<file path="src/rtl/pipe_mux_reg.sv">
// pipe_mux_reg: N-input registered mux with valid, stall/flush and select-range error; PIPE_MUX_PARITY_EN adds out_parity
module pipe_mux_reg #(
    parameter int WIDTH = 32,
    parameter int NUM_IN = 4,
    parameter int STAGES = 1,
    localparam int SEL_W = $clog2(NUM_IN)
) (
    input  logic                    CLK,
    input  logic                    RST,
    input  logic [NUM_IN*WIDTH-1:0] IN_BUS,
    input  logic [SEL_W-1:0]        sel,
    input  logic                    in_valid,
    input  logic                    stall,
    input  logic                    flush,
    output logic [WIDTH-1:0]        OUT,
    output logic                    out_valid,
    output logic                    sel_err
`ifdef PIPE_MUX_PARITY_EN
    ,
    output logic                    out_parity
`endif
);
    logic              sel_ok;
    logic [WIDTH-1:0]  pick;
    logic [WIDTH-1:0]  data_q [STAGES];
    logic [STAGES-1:0] v_q;
    logic [STAGES-1:0] e_q;
`ifdef PIPE_MUX_PARITY_EN
    logic [STAGES-1:0] p_q;
    assign out_parity = p_q[STAGES-1];
`endif
    assign sel_ok    = {1'b0, sel} < (SEL_W+1)'(NUM_IN);
    assign pick      = sel_ok ? IN_BUS[sel*WIDTH +: WIDTH] : '0;
    assign OUT       = data_q[STAGES-1];
    assign out_valid = v_q[STAGES-1];
    assign sel_err   = e_q[STAGES-1];
    // stage registers: async clear, flush clears, stall holds, otherwise capture and shift
    always_ff @(posedge CLK or negedge RST) begin
        if (!RST) begin
            v_q <= '0;
            e_q <= '0;
`ifdef PIPE_MUX_PARITY_EN
            p_q <= '0;
`endif
            for (int i = 0; i < STAGES; i++) data_q[i] <= '0;
        end else if (flush) begin
            v_q <= '0;
            e_q <= '0;
`ifdef PIPE_MUX_PARITY_EN
            p_q <= '0;
`endif
            for (int i = 0; i < STAGES; i++) data_q[i] <= '0;
        end else if (!stall) begin
            for (int i = STAGES-1; i > 0; i--) begin
                data_q[i] <= data_q[i-1];
                v_q[i]    <= v_q[i-1];
                e_q[i]    <= e_q[i-1];
`ifdef PIPE_MUX_PARITY_EN
                p_q[i]    <= p_q[i-1];
`endif
            end
            data_q[0] <= pick;
            v_q[0]    <= in_valid;
            e_q[0]    <= in_valid & ~sel_ok;
`ifdef PIPE_MUX_PARITY_EN
            p_q[0]    <= ^pick;
`endif
        end
    end
endmodule
</file>
<file path="config.mk">
export PLATFORM = sky130hd
export DESIGN_NAME = pipe_mux_reg
export DESIGN_NICKNAME = d
export VERILOG_FILES = /design/src/rtl/pipe_mux_reg.sv
export SDC_FILE = /design/constraint.sdc
export NUM_CORES = 1
export LEC_CHECK = 0
export ABC_CLOCK_PERIOD_IN_PS = 850
export BUFFER_PORTS_ARGS = -buffer_cell sky130_fd_sc_hd__buf_2
export CAP_MARGIN = 20
export CORE_MARGIN = 2
export CORE_UTILIZATION = 42
export DETAILED_ROUTE_END_ITERATION = 8
export GPL_TIMING_DRIVEN = 0
export HOLD_SLACK_MARGIN = 0.15
export PLACE_DENSITY = 0.82
export SETUP_SLACK_MARGIN = 0.1
export SYNTH_ARGS = -nofsm -noshare
export SYNTH_HDL_FRONTEND = slang
export SYNTH_SLANG_ARGS = --single-unit
</file>
<file path="constraint.sdc">
create_clock -name CLK -period 0.85 [get_ports CLK]
set_input_delay 0.255 -clock CLK [delete_from_list [all_inputs] [get_ports CLK]]
set_output_delay 0.255 -clock CLK [all_outputs]
set_load 0.02 [all_outputs]
</file>
==> metrics.md, run 1 <==
| Metric | Value |
|---|---|
| Min Hold Slack | 36.77 ps |
| Critical Path RT | 590 ps |
| CTS Buffer Depth | 2 |
| DRT antenna net count | 0 |
| Min-Delay Path Class | in2async |
| CTS Root Cell | clkbuf_8 |
| DIE AREA | 6285 sq um |
| Pwr/cell area | 1182 nW/um^2 |
| Nets@finish | 527 |
| Setup TNS | -12370 ps |
| Dpl ws | -590.1 ps |
| CP bufs+invs | 1 |
| Most frequent cells in the layout | buf_2, mux2i_1, buf_6 |
| Clock Sink Count | 33 |
| Final period utilization | 127.6% |
| Clk Latency, worst-skew pair | 280 ps |
| Grt total ovfl | 0 |
| Count of cell types in the netlist | 14 |
| Most common cell after layout, fill and taps aside | buf_2 |
| CTS tree | yes |
| Slowest CP cell | dfrtp_1 |
| Slew margin rel. | 49.96% |
| DRT Pass-1 Iters | 4 |
| Mapped Cells | 189 |
| Max_cap viols | 0 |
| Sequential Area | 825.8 sq um |
| Fin. Hold Viols | 0 |
| DR vias/cell | 5.312 |
| Design Area, Final | 4066 sq um |
| CP Capture Type | output port |
| Endpoints failing setup | 65 |
| Synth-to-layout area growth | 70.87% |
| Initial Util | 43.48% |
| Seq cells post-synth | 33 |
| WL/cell | 17.17 um |
| Area of the multi-input gates | 1450 sq um |
| Dpl hpwl | 5469 um |
| FILL cells | 398 |
| Die width | 79.28 um |
| Failing checks | setup timing |
| Mapped Nets | 324 |
| Cell chain of the critical path | buf_6 |
| IO Count | 169 |
| Min cycle time layout | 1085 ps |
| Largest net degree at the start of global routing | 34 |
| Syn Area/Cell | 12.59 sq um |
| DRT iter0 DRCs | 75 |
| Slew Limit Fails | 0 |
| CTS buffer count | 5 |
| All-layer global routing usage | 23.68% |
| Util after Layout | 74.30% |
| Post-synthesis sequential area ratio | 34.70% |
| Vias in the first global route | 2442 |
| Clk_skew | 0 ps |
| Global-route wire length before repair | 11560 um |
| Maximum VDD drop | 0.0006337 V |
| Clock slew at reported path FFs | 70 ps |
| Total power | 4.805 mW |
| Top Family by Delay on Critical Path | flip-flops |
| H-tree levels | 2 |
| P_leak | 2.083 nW |
| Antenna cell count | 0 |
| Run status | finished with violations |
| Final cell count without fillers | 465 |
| Via count | 2470 |
| Routed WL | 7985 um |
| Critical path launch point type | flop |
| Least-Margin Pin Slew | 750.5 ps |
| Total core area | 5473 sq um |
| Post-placement cell count | 426 |
| Yosys Warn Count | 0 |
| DIE HEIGHT | 79.28 um |
| Row Count | 27 |
| Worst-path maximum fanout | 2 |
| Post-Synthesis Cell Area | 2380 sq um |
| Worst Setup Slack, final | -234.8 ps |
| Initial antenna violation count | 0 |
| Worst Setup Path Type | reg2out |
| Fmax | 921.8 MHz |
| Crit-path max cell delay | 410 ps |
| Layout cells sized above 1 | 65.14% |
| Buffers on Ports | 165 |
| GP Congestion | 0.7494 |
| Arrival time of the worst setup path | 830 ps |
| Unrepaired setup endpoints after global routing | yes |
| DP Area | 3303 sq um |
| Drc violations | 0 |
cell usage after synthesis:
cell type,number,area [sq um]
o221ai_1,2,17.52
buf_4,1,7.510
clkbuf_1,7,26.28
buf_12,3,60.06
or3_1,1,6.260
or3b_1,1,8.760
mux2i_1,65,650.6
buf_6,3,33.78
o221ai_2,30,450.4
dfrtp_1,33,825.8
nor2_1,1,3.750
buf_2,9,45.04
conb_1,1,3.750
nand3b_1,32,240.2
final timing paths:
path / endpoint / slack (ps) / start / cells past startpoint
min reg2reg: OUT[23]$_DFFE_PN0P_ / 560 / OUT[23]$_DFFE_PN0P_ / 2
max: OUT[9] / -230 / OUT[9]$_DFFE_PN0P_ / 1
max reg2reg: OUT[18]$_DFFE_PN0P_ / -160 / OUT[18]$_DFFE_PN0P_ / 4
min: OUT[13]$_DFFE_PN0P_ / 40 / RST / 1
min in group CLK: out_valid$_DFFE_PN0P_ / 230 / in_valid / 3
max in group asynchronous: OUT[23]$_DFFE_PN0P_ / 330 / RST / 1
power by group:
group | internal, mW | leakage (nW) | switching (mW)
clock network | 0.732 | 0.0542 | 0.563
logic | 0.956 | 1.59 | 0.774
registers | 1.69 | 0.440 | 0.0936
layout make-up:
| class | count | share of cell area, % |
|---|---|---|
| clock inverters | 1 | 0.1231 |
| plain buffers | 23 | 6.615 |
| multi-input cells | 133 | 35.66 |
| repair buffers | 196 | 32.71 |
| well taps | 72 | 2.215 |
| clock buffers | 7 | 2.369 |
| flip-flops and latches | 33 | 20.31 |
kinds of logic after synthesis:
family,synth area share [%]
AOI/OAI and AO/OA,19.66
buffers and inverters,7.256
DFF,34.70
muxes,27.34
other,0.1576
and+or+nand+nor,10.88
layer usage:
layer	vias to the layer above	share of wire [%]	global-route usage, %
li1	1147	-	-
met1	1183	37	25.85
met2	125	54	46.69
met3	15	6.7	5.114
met4	0	1.6	4.310
met5	-	0	0
registers in the layout (all words and copies together) (netlist names):
signal and flops:
out_valid 1, OUT 32
what timing repair did:
item                                    CTS  global route
buffers inserted                         17            11
endpoints found under the setup margin   65            65
resized for setup                        96             9
pin swaps                                 2             0
cloned                                    1             2
endpoints found under the hold margin    33            33
(Power assumes the default switching activity.)
==> run 2, diff against run 1 <==
==> config.mk (replaced) <==
export PLATFORM = sky130hd
export DESIGN_NAME = pipe_mux_reg
export DESIGN_NICKNAME = d
export VERILOG_FILES = /design/src/rtl/pipe_mux_reg.sv
export SDC_FILE = /design/constraint.sdc
export NUM_CORES = 1
export LEC_CHECK = 0
export ABC_CLOCK_PERIOD_IN_PS = 1300
export BUFFER_PORTS_ARGS = -buffer_cell sky130_fd_sc_hd__buf_2
export CAP_MARGIN = 20
export CORE_ASPECT_RATIO = 0.75
export CORE_MARGIN = 2
export CORE_UTILIZATION = 45
export DETAILED_ROUTE_END_ITERATION = 8
export GPL_TIMING_DRIVEN = 0
export HOLD_SLACK_MARGIN = 0.15
export PLACE_DENSITY = 0.87
export SETUP_SLACK_MARGIN = 0.1
export SYNTH_ARGS = -nofsm -noshare
export SYNTH_HDL_FRONTEND = slang
export SYNTH_SLANG_ARGS = --single-unit
export TNS_END_PERCENT = 5
==> constraint.sdc (replaced) <==
create_clock -name CLK -period 1.3 [get_ports CLK]
set_input_delay 0.39 -clock CLK [delete_from_list [all_inputs] [get_ports CLK]]
set_output_delay 0.39 -clock CLK [all_outputs]
set_load 0.02 [all_outputs]
==> metrics.md, run 2 (synthesized netlist as in run 1, its figures left out) <==
| Metric | Value |
|---|---|
| Run status | finished, final reports clean (was finished with violations) |
| FILL cells | 382 (was 398) |
| CTS tree | yes (unchanged) |
| Vias in the first global route | 2213 (was 2442) |
| CP bufs+invs | 2 (was 1) |
| Worst Setup Path Type | in2reg (was reg2out) |
| Total core area | 4982 sq um (was 5473 sq um) |
| IO Count | 169 (unchanged) |
| Top Family by Delay on Critical Path | buffers and inverters (was flip-flops) |
| DRT antenna net count | 0 (unchanged) |
| Initial Util | 47.76% (was 43.48%) |
| Hold buffers post-CTS | 0 |
| H-tree levels | 2 (unchanged) |
| WL/cell | 16.04 um (was 17.17 um) |
| Sequential Area | 825.8 sq um (unchanged) |
| FF-to-FF setup slack | 470 ps (was -160 ps) |
| Max_cap viols | 0 (unchanged) |
| Reg2reg path depth | 3 (was 4) |
| Layout cells sized above 1 | 60.88% (was 65.14%) |
| Final cell count without fillers | 435 (was 465) |
| Min cycle time layout | 1234 ps |
| Final period utilization | 94.95% |
| All-layer global routing usage | 23.49% (was 23.68%) |
| Routed WL | 6979 um (was 7985 um) |
| GP Congestion | 0.7705 (was 0.7494) |
| Maximum VDD drop | 0.0004497 V (was 0.0006337 V) |
| Crit-path max cell delay | 310 ps (was 410 ps) |
| Slew margin rel. | 51.16% (was 49.96%) |
| Antenna cell count | 0 (unchanged) |
| CTS Root Cell | clkbuf_8 (unchanged) |
| Largest register FFs | 32 (unchanged) |
| Setup TNS | 0 ps (was -12370 ps) |
| Fmax | 810.2 MHz |
| Clk Latency, worst-skew pair | 270 ps (was 280 ps) |
| Slowest CP cell | mux2i_1 (was dfrtp_1) |
| CP Capture Type | flop (was output port) |
| Endpoints failing setup | 0 (was 65) |
| Worst-path maximum fanout | 10 (was 2) |
| R2r endpoint | OUT[26]$_DFFE_PN0P_ (was OUT[18]$_DFFE_PN0P_) |
| Min-Delay Path Class | in2async (unchanged) |
| Die width | 87.97 um (was 79.28 um) |
| Dpl hpwl | 5512 um (was 5469 um) |
| Cell chain of the critical path | buf_2 > buf_4 > mux2i_1 > o221ai_2 (was buf_6) |
| DRT iter0 DRCs | 58 (was 75) |
| Clk_skew | 0 ps (unchanged) |
| Initial antenna violation count | 0 (unchanged) |
| Unrepaired setup endpoints after global routing | yes (unchanged) |
| DIE AREA | 5892 sq um (was 6285 sq um) |
| Critical Path RT | 1450 ps (was 590 ps) |
| Crit Reg-Reg Startpoint | OUT[26]$_DFFE_PN0P_ (was OUT[18]$_DFFE_PN0P_) |
| Slew Limit Fails | 0 (unchanged) |
| Clock Sink Count | 33 (unchanged) |
| Drc violations | 0 (unchanged) |
| Most frequent cells in the layout | buf_2, mux2i_1, dfrtp_1 (was buf_2, mux2i_1, buf_6) |
| Buffers on Ports | 165 (unchanged) |
| DRT Pass-1 Iters | 4 (unchanged) |
| CTS Buffer Depth | 2 (unchanged) |
| Global-route wire length before repair | 10380 um (was 11560 um) |
| Grt total ovfl | 0 (unchanged) |
| Synth-to-layout area growth | 45.32% (was 70.87%) |
| Area of the multi-input gates | 1385 sq um (was 1450 sq um) |
| DIE HEIGHT | 66.98 um (was 79.28 um) |
| Arrival time of the worst setup path | 1380 ps (was 830 ps) |
| DR vias/cell | 5.343 (was 5.312) |
| Pwr/cell area | 807.7 nW/um^2 (was 1182 nW/um^2) |
| P_leak | 1.830 nW (was 2.083 nW) |
| CTS buffer count | 5 (unchanged) |
| Most common cell after layout, fill and taps aside | buf_2 (unchanged) |
| Fin. Hold Viols | 0 (unchanged) |
| Least-Margin Pin Slew | 732.6 ps (was 750.5 ps) |
| Via count | 2324 (was 2470) |
| Nets@finish | 498 (was 527) |
| Row Count | 22 (was 27) |
| Post-placement cell count | 426 (unchanged) |
| Largest net degree at the start of global routing | 34 (unchanged) |
| Critical path launch point type | primary input (was flop) |
| Clock slew at reported path FFs | 60 ps (was 70 ps) |
run 2: area by class of cell:
cell class	count	area share [%]
repair buffers	167	24.93
well taps	72	2.605
clock buffers	7	2.496
multi-input cells	133	40.05
flip-flops and latches	33	23.88
plain buffers	23	6.042
run 2: metrics by stage:
| step | area, sq um | power (mW) | hold WS [ps] | utilization (%) | setup WS (ps) |
|---|---|---|---|---|---|
| after floorplan | 2384 | 1.645 | 94.41 | - | -77.26 |
| after global placement | 3299 | 2.001 | 487.6 | 66.22 | -309.5 |
| after detailed placement | 3299 | 2.023 | 505.4 | 66.22 | -318.7 |
| after CTS | 3401 | 2.813 | 200.1 | 68.26 | 43.06 |
| after global routing | 3458 | 2.957 | 227.2 | 69.41 | 47.90 |
| final | 3458 | 2.793 | 173.1 | 69.41 | 65.71 |
run 2: timing repair:
action	CTS	global route
endpoints found under the setup margin	65	58
resized for setup	6	17
setup buffers	0	2
run 2: how the worst max path moves through the flow:
stage	startpoint	end	slack (ps)	depth (start not counted)
after floorplan	stall	OUT[15]$_DFFE_PN0P_	-80	5
after global placement	sel[1]	OUT[5]$_DFFE_PN0P_	-310	4
after detailed placement	sel[1]	OUT[5]$_DFFE_PN0P_	-320	4
after CTS	sel[1]	OUT[25]$_DFFE_PN0P_	40	4
after global routing	OUT[24]$_DFFE_PN0P_	OUT[24]	50	1
final	sel[1]	OUT[11]$_DFFE_PN0P_	70	4
run 2: metal layers:
| metal | vias to the layer above | part of all wire, % | global-route usage, % |
|---|---|---|---|
| met5 | - | 0 | 0 |
| met3 | 6 | 6.7 | 4.709 |
| met2 | 102 | 49 | 42.23 |
| met1 | 1127 | 43 | 28.26 |
| li1 | 1089 | - | - |
| met4 | 0 | 0.93 | 7.115 |
run 2: where the power goes:
group          switching [mW]  internal [mW]  total, mW
logic                   0.451          0.431      0.882
registers              0.0441           1.10       1.15
clock network           0.344          0.420      0.764
==> run 3, diff against run 2 <==
--- a/config.mk
+++ b/config.mk
@@ -8,7 +8,7 @@
 export ABC_CLOCK_PERIOD_IN_PS = 1300
 export BUFFER_PORTS_ARGS = -buffer_cell sky130_fd_sc_hd__buf_2
 export CAP_MARGIN = 20
-export CORE_ASPECT_RATIO = 0.75
+export CORE_ASPECT_RATIO = 0.8
 export CORE_MARGIN = 2
 export CORE_UTILIZATION = 45
 export DETAILED_ROUTE_END_ITERATION = 8
==> metrics.md, run 3 (synthesized netlist as in run 1, its figures left out) <==
| Metric | Value |
|---|---|
| CTS Root Cell | clkbuf_8 (unchanged) |
| Comb pwr share | 32.0% (was 31.6%) |
| Dpl hpwl | 5149 um (was 5512 um) |
| CP bufs+invs | 1 (was 2) |
| H-tree levels | 2 (unchanged) |
| Endpoints failing setup | 0 (unchanged) |
| Setup TNS | 0 ps (unchanged) |
| Top Family by Delay on Critical Path | flip-flops (was buffers and inverters) |
| Nets@finish | 503 (was 498) |
| Worst Setup Path Type | reg2out (was in2reg) |
| DP Area | 3287 sq um (was 3299 sq um) |
| Run status | finished, final reports clean (unchanged) |
| Reg2reg path depth | 3 (unchanged) |
| Slew margin rel. | 51.14% (was 51.16%) |
| Most common cell after layout, fill and taps aside | buf_2 (unchanged) |
| Flop pwr share | 40.7% (was 41.1%) |
| WL/cell | 15.56 um (was 16.04 um) |
| DRT antenna net count | 0 (unchanged) |
| IO Count | 169 (unchanged) |
| Dpl ws | -275.4 ps (was -318.7 ps) |
| Fmax | 819.4 MHz (was 810.2 MHz) |
| Most frequent cells in the layout | buf_2, mux2i_1, dfrtp_1 (unchanged) |
| Routed WL | 6691 um (was 6979 um) |
| Antenna cell count | 0 (unchanged) |
| Psw | 0.8500 mW (was 0.8389 mW) |
| Worst-path maximum fanout | 2 (was 10) |
| Hold buffers post-CTS | 0 (unchanged) |
| Grt total ovfl | 0 (unchanged) |
| Min-Delay Path Class | in2async (unchanged) |
| DRT iter0 DRCs | 65 (was 58) |
| Critical path launch point type | flop (was primary input) |
| Global-route wire length before repair | 10510 um (was 10380 um) |
| Drc violations | 0 (unchanged) |
| P_leak | 1.862 nW (was 1.830 nW) |
| Pwr/cell area | 803.9 nW/um^2 (was 807.7 nW/um^2) |
| Row Count | 23 (was 22) |
| Initial antenna violation count | 0 (unchanged) |
| GP Congestion | 0.7609 (was 0.7705) |
| Crit-path max cell delay | 390 ps (was 310 ps) |
| Synth-to-layout area growth | 48.05% (was 45.32%) |
| Crit Reg-Reg Startpoint | OUT[22]$_DFFE_PN0P_ (was OUT[26]$_DFFE_PN0P_) |
| Unrepaired setup endpoints after global routing | yes (unchanged) |
| Min Hold Slack | 168.4 ps (was 173.1 ps) |
| Initial Util | 46.99% (was 47.76%) |
| Final cell count without fillers | 430 (was 435) |
| DRT Pass-1 Iters | 4 (unchanged) |
| Clock power frac | 27.3% (about the same) |
| FILL cells | 395 (was 382) |
| Layout cells sized above 1 | 61.41% (was 60.88%) |
| Die width | 85.31 um (was 87.97 um) |
| Largest register FFs | 32 (unchanged) |
| CP Capture Type | output port (was flop) |
| Util after Layout | 69.57% (was 69.41%) |
| Clk Latency, worst-skew pair | 280 ps (was 270 ps) |
| Design Area, Final | 3523 sq um (was 3458 sq um) |
| Buffers on Ports | 165 (unchanged) |
| P_int | 1.982 mW (was 1.954 mW) |
| Maximum VDD drop | 0.0004269 V (was 0.0004497 V) |
| Clk_skew | 0 ps (unchanged) |
| Slew Limit Fails | 0 (unchanged) |
| CTS buffer count | 5 (unchanged) |
| Total power | 2.832 mW (was 2.793 mW) |
| DR vias/cell | 5.253 (was 5.343) |
| Worst Setup Slack, final | 79.57 ps (was 65.71 ps) |
| Min cycle time layout | 1220 ps (was 1234 ps) |
| FF-to-FF setup slack | 440 ps (was 470 ps) |
| All-layer global routing usage | 22.08% (was 23.49%) |
| Cell chain of the critical path | buf_2 (was buf_2 > buf_4 > mux2i_1 > o221ai_2) |
| Vias in the first global route | 2270 (was 2213) |
| Post-placement cell count | 416 (was 426) |
| Fin. Hold Viols | 0 (unchanged) |
| Slowest CP cell | dfrtp_1 (was mux2i_1) |
| Largest net degree at the start of global routing | 34 (unchanged) |
| Via count | 2259 (was 2324) |
| Total core area | 5065 sq um (was 4982 sq um) |
| DIE AREA | 5890 sq um (was 5892 sq um) |
| Switching share of total power | 30.01% (was 30.03%) |
| Clock slew at reported path FFs | 70 ps (was 60 ps) |
| DIE HEIGHT | 69.05 um (was 66.98 um) |
| Least-Margin Pin Slew | 732.9 ps (was 732.6 ps) |
| CTS tree | yes (unchanged) |
| Final period utilization | 93.88% (was 94.95%) |
| Critical Path RT | 910 ps (was 1450 ps) |
| CTS Buffer Depth | 2 (unchanged) |
| Clock Sink Count | 33 (unchanged) |
| Max_cap viols | 0 (unchanged) |
| R2r endpoint | OUT[22]$_DFFE_PN0P_ (was OUT[26]$_DFFE_PN0P_) |
| Arrival time of the worst setup path | 830 ps (was 1380 ps) |
[run 3: repair_timing]
item                       in CTS  in global routing
setup endpoints to repair      60                 55
buffers inserted                0                  7
gates cloned                    0                  0
resized for setup              12                 22
[run 3: layout make-up]
class	count	area, sq um	share of cell area [%]
sequential	33	825.8	23.44
clock inverter	1	7.507	0.2131
clock buffer	6	82.58	2.344
tap	62	77.57	2.202
buffer	23	205.2	5.824
timing repair buffer	172	943.4	26.78
multi-input combinational	133	1381	39.20
[run 3: power groups by stage]
stage                     Clock (mW)  Combinational [mW]  Sequential [mW]
final                          0.774               0.907             1.15
after CTS                      0.797               0.866             1.15
after global routing           0.833               0.982             1.16
after floorplan                    0               0.388             1.26
after global placement             0               0.838             1.16
after detailed placement           0               0.853             1.16
[run 3: how the worst max path moves through the flow]
stage	from	to	slack, ps	cells past startpoint
after floorplan	stall	OUT[15]$_DFFE_PN0P_	-80	5
after global placement	sel[1]	OUT[10]$_DFFE_PN0P_	-260	4
after detailed placement	flush	OUT[22]$_DFFE_PN0P_	-280	5
after CTS	OUT[19]$_DFFE_PN0P_	OUT[19]	60	1
after global routing	OUT[18]$_DFFE_PN0P_	OUT[18]	60	1
final	OUT[16]$_DFFE_PN0P_	OUT[16]	80	1
[run 3: per-layer routing]
metal  wire length (um)  up-vias  part of all wire (%)  global-route usage [%]
met5                  0        -                     0                       0
met4                 34        0                  0.51                   4.762
met1               2776     1047                    41                   26.73
met3                521        5                   7.8                   6.108
li1                   -     1105                     -                       -
met2               3359      102                    50                   38.98
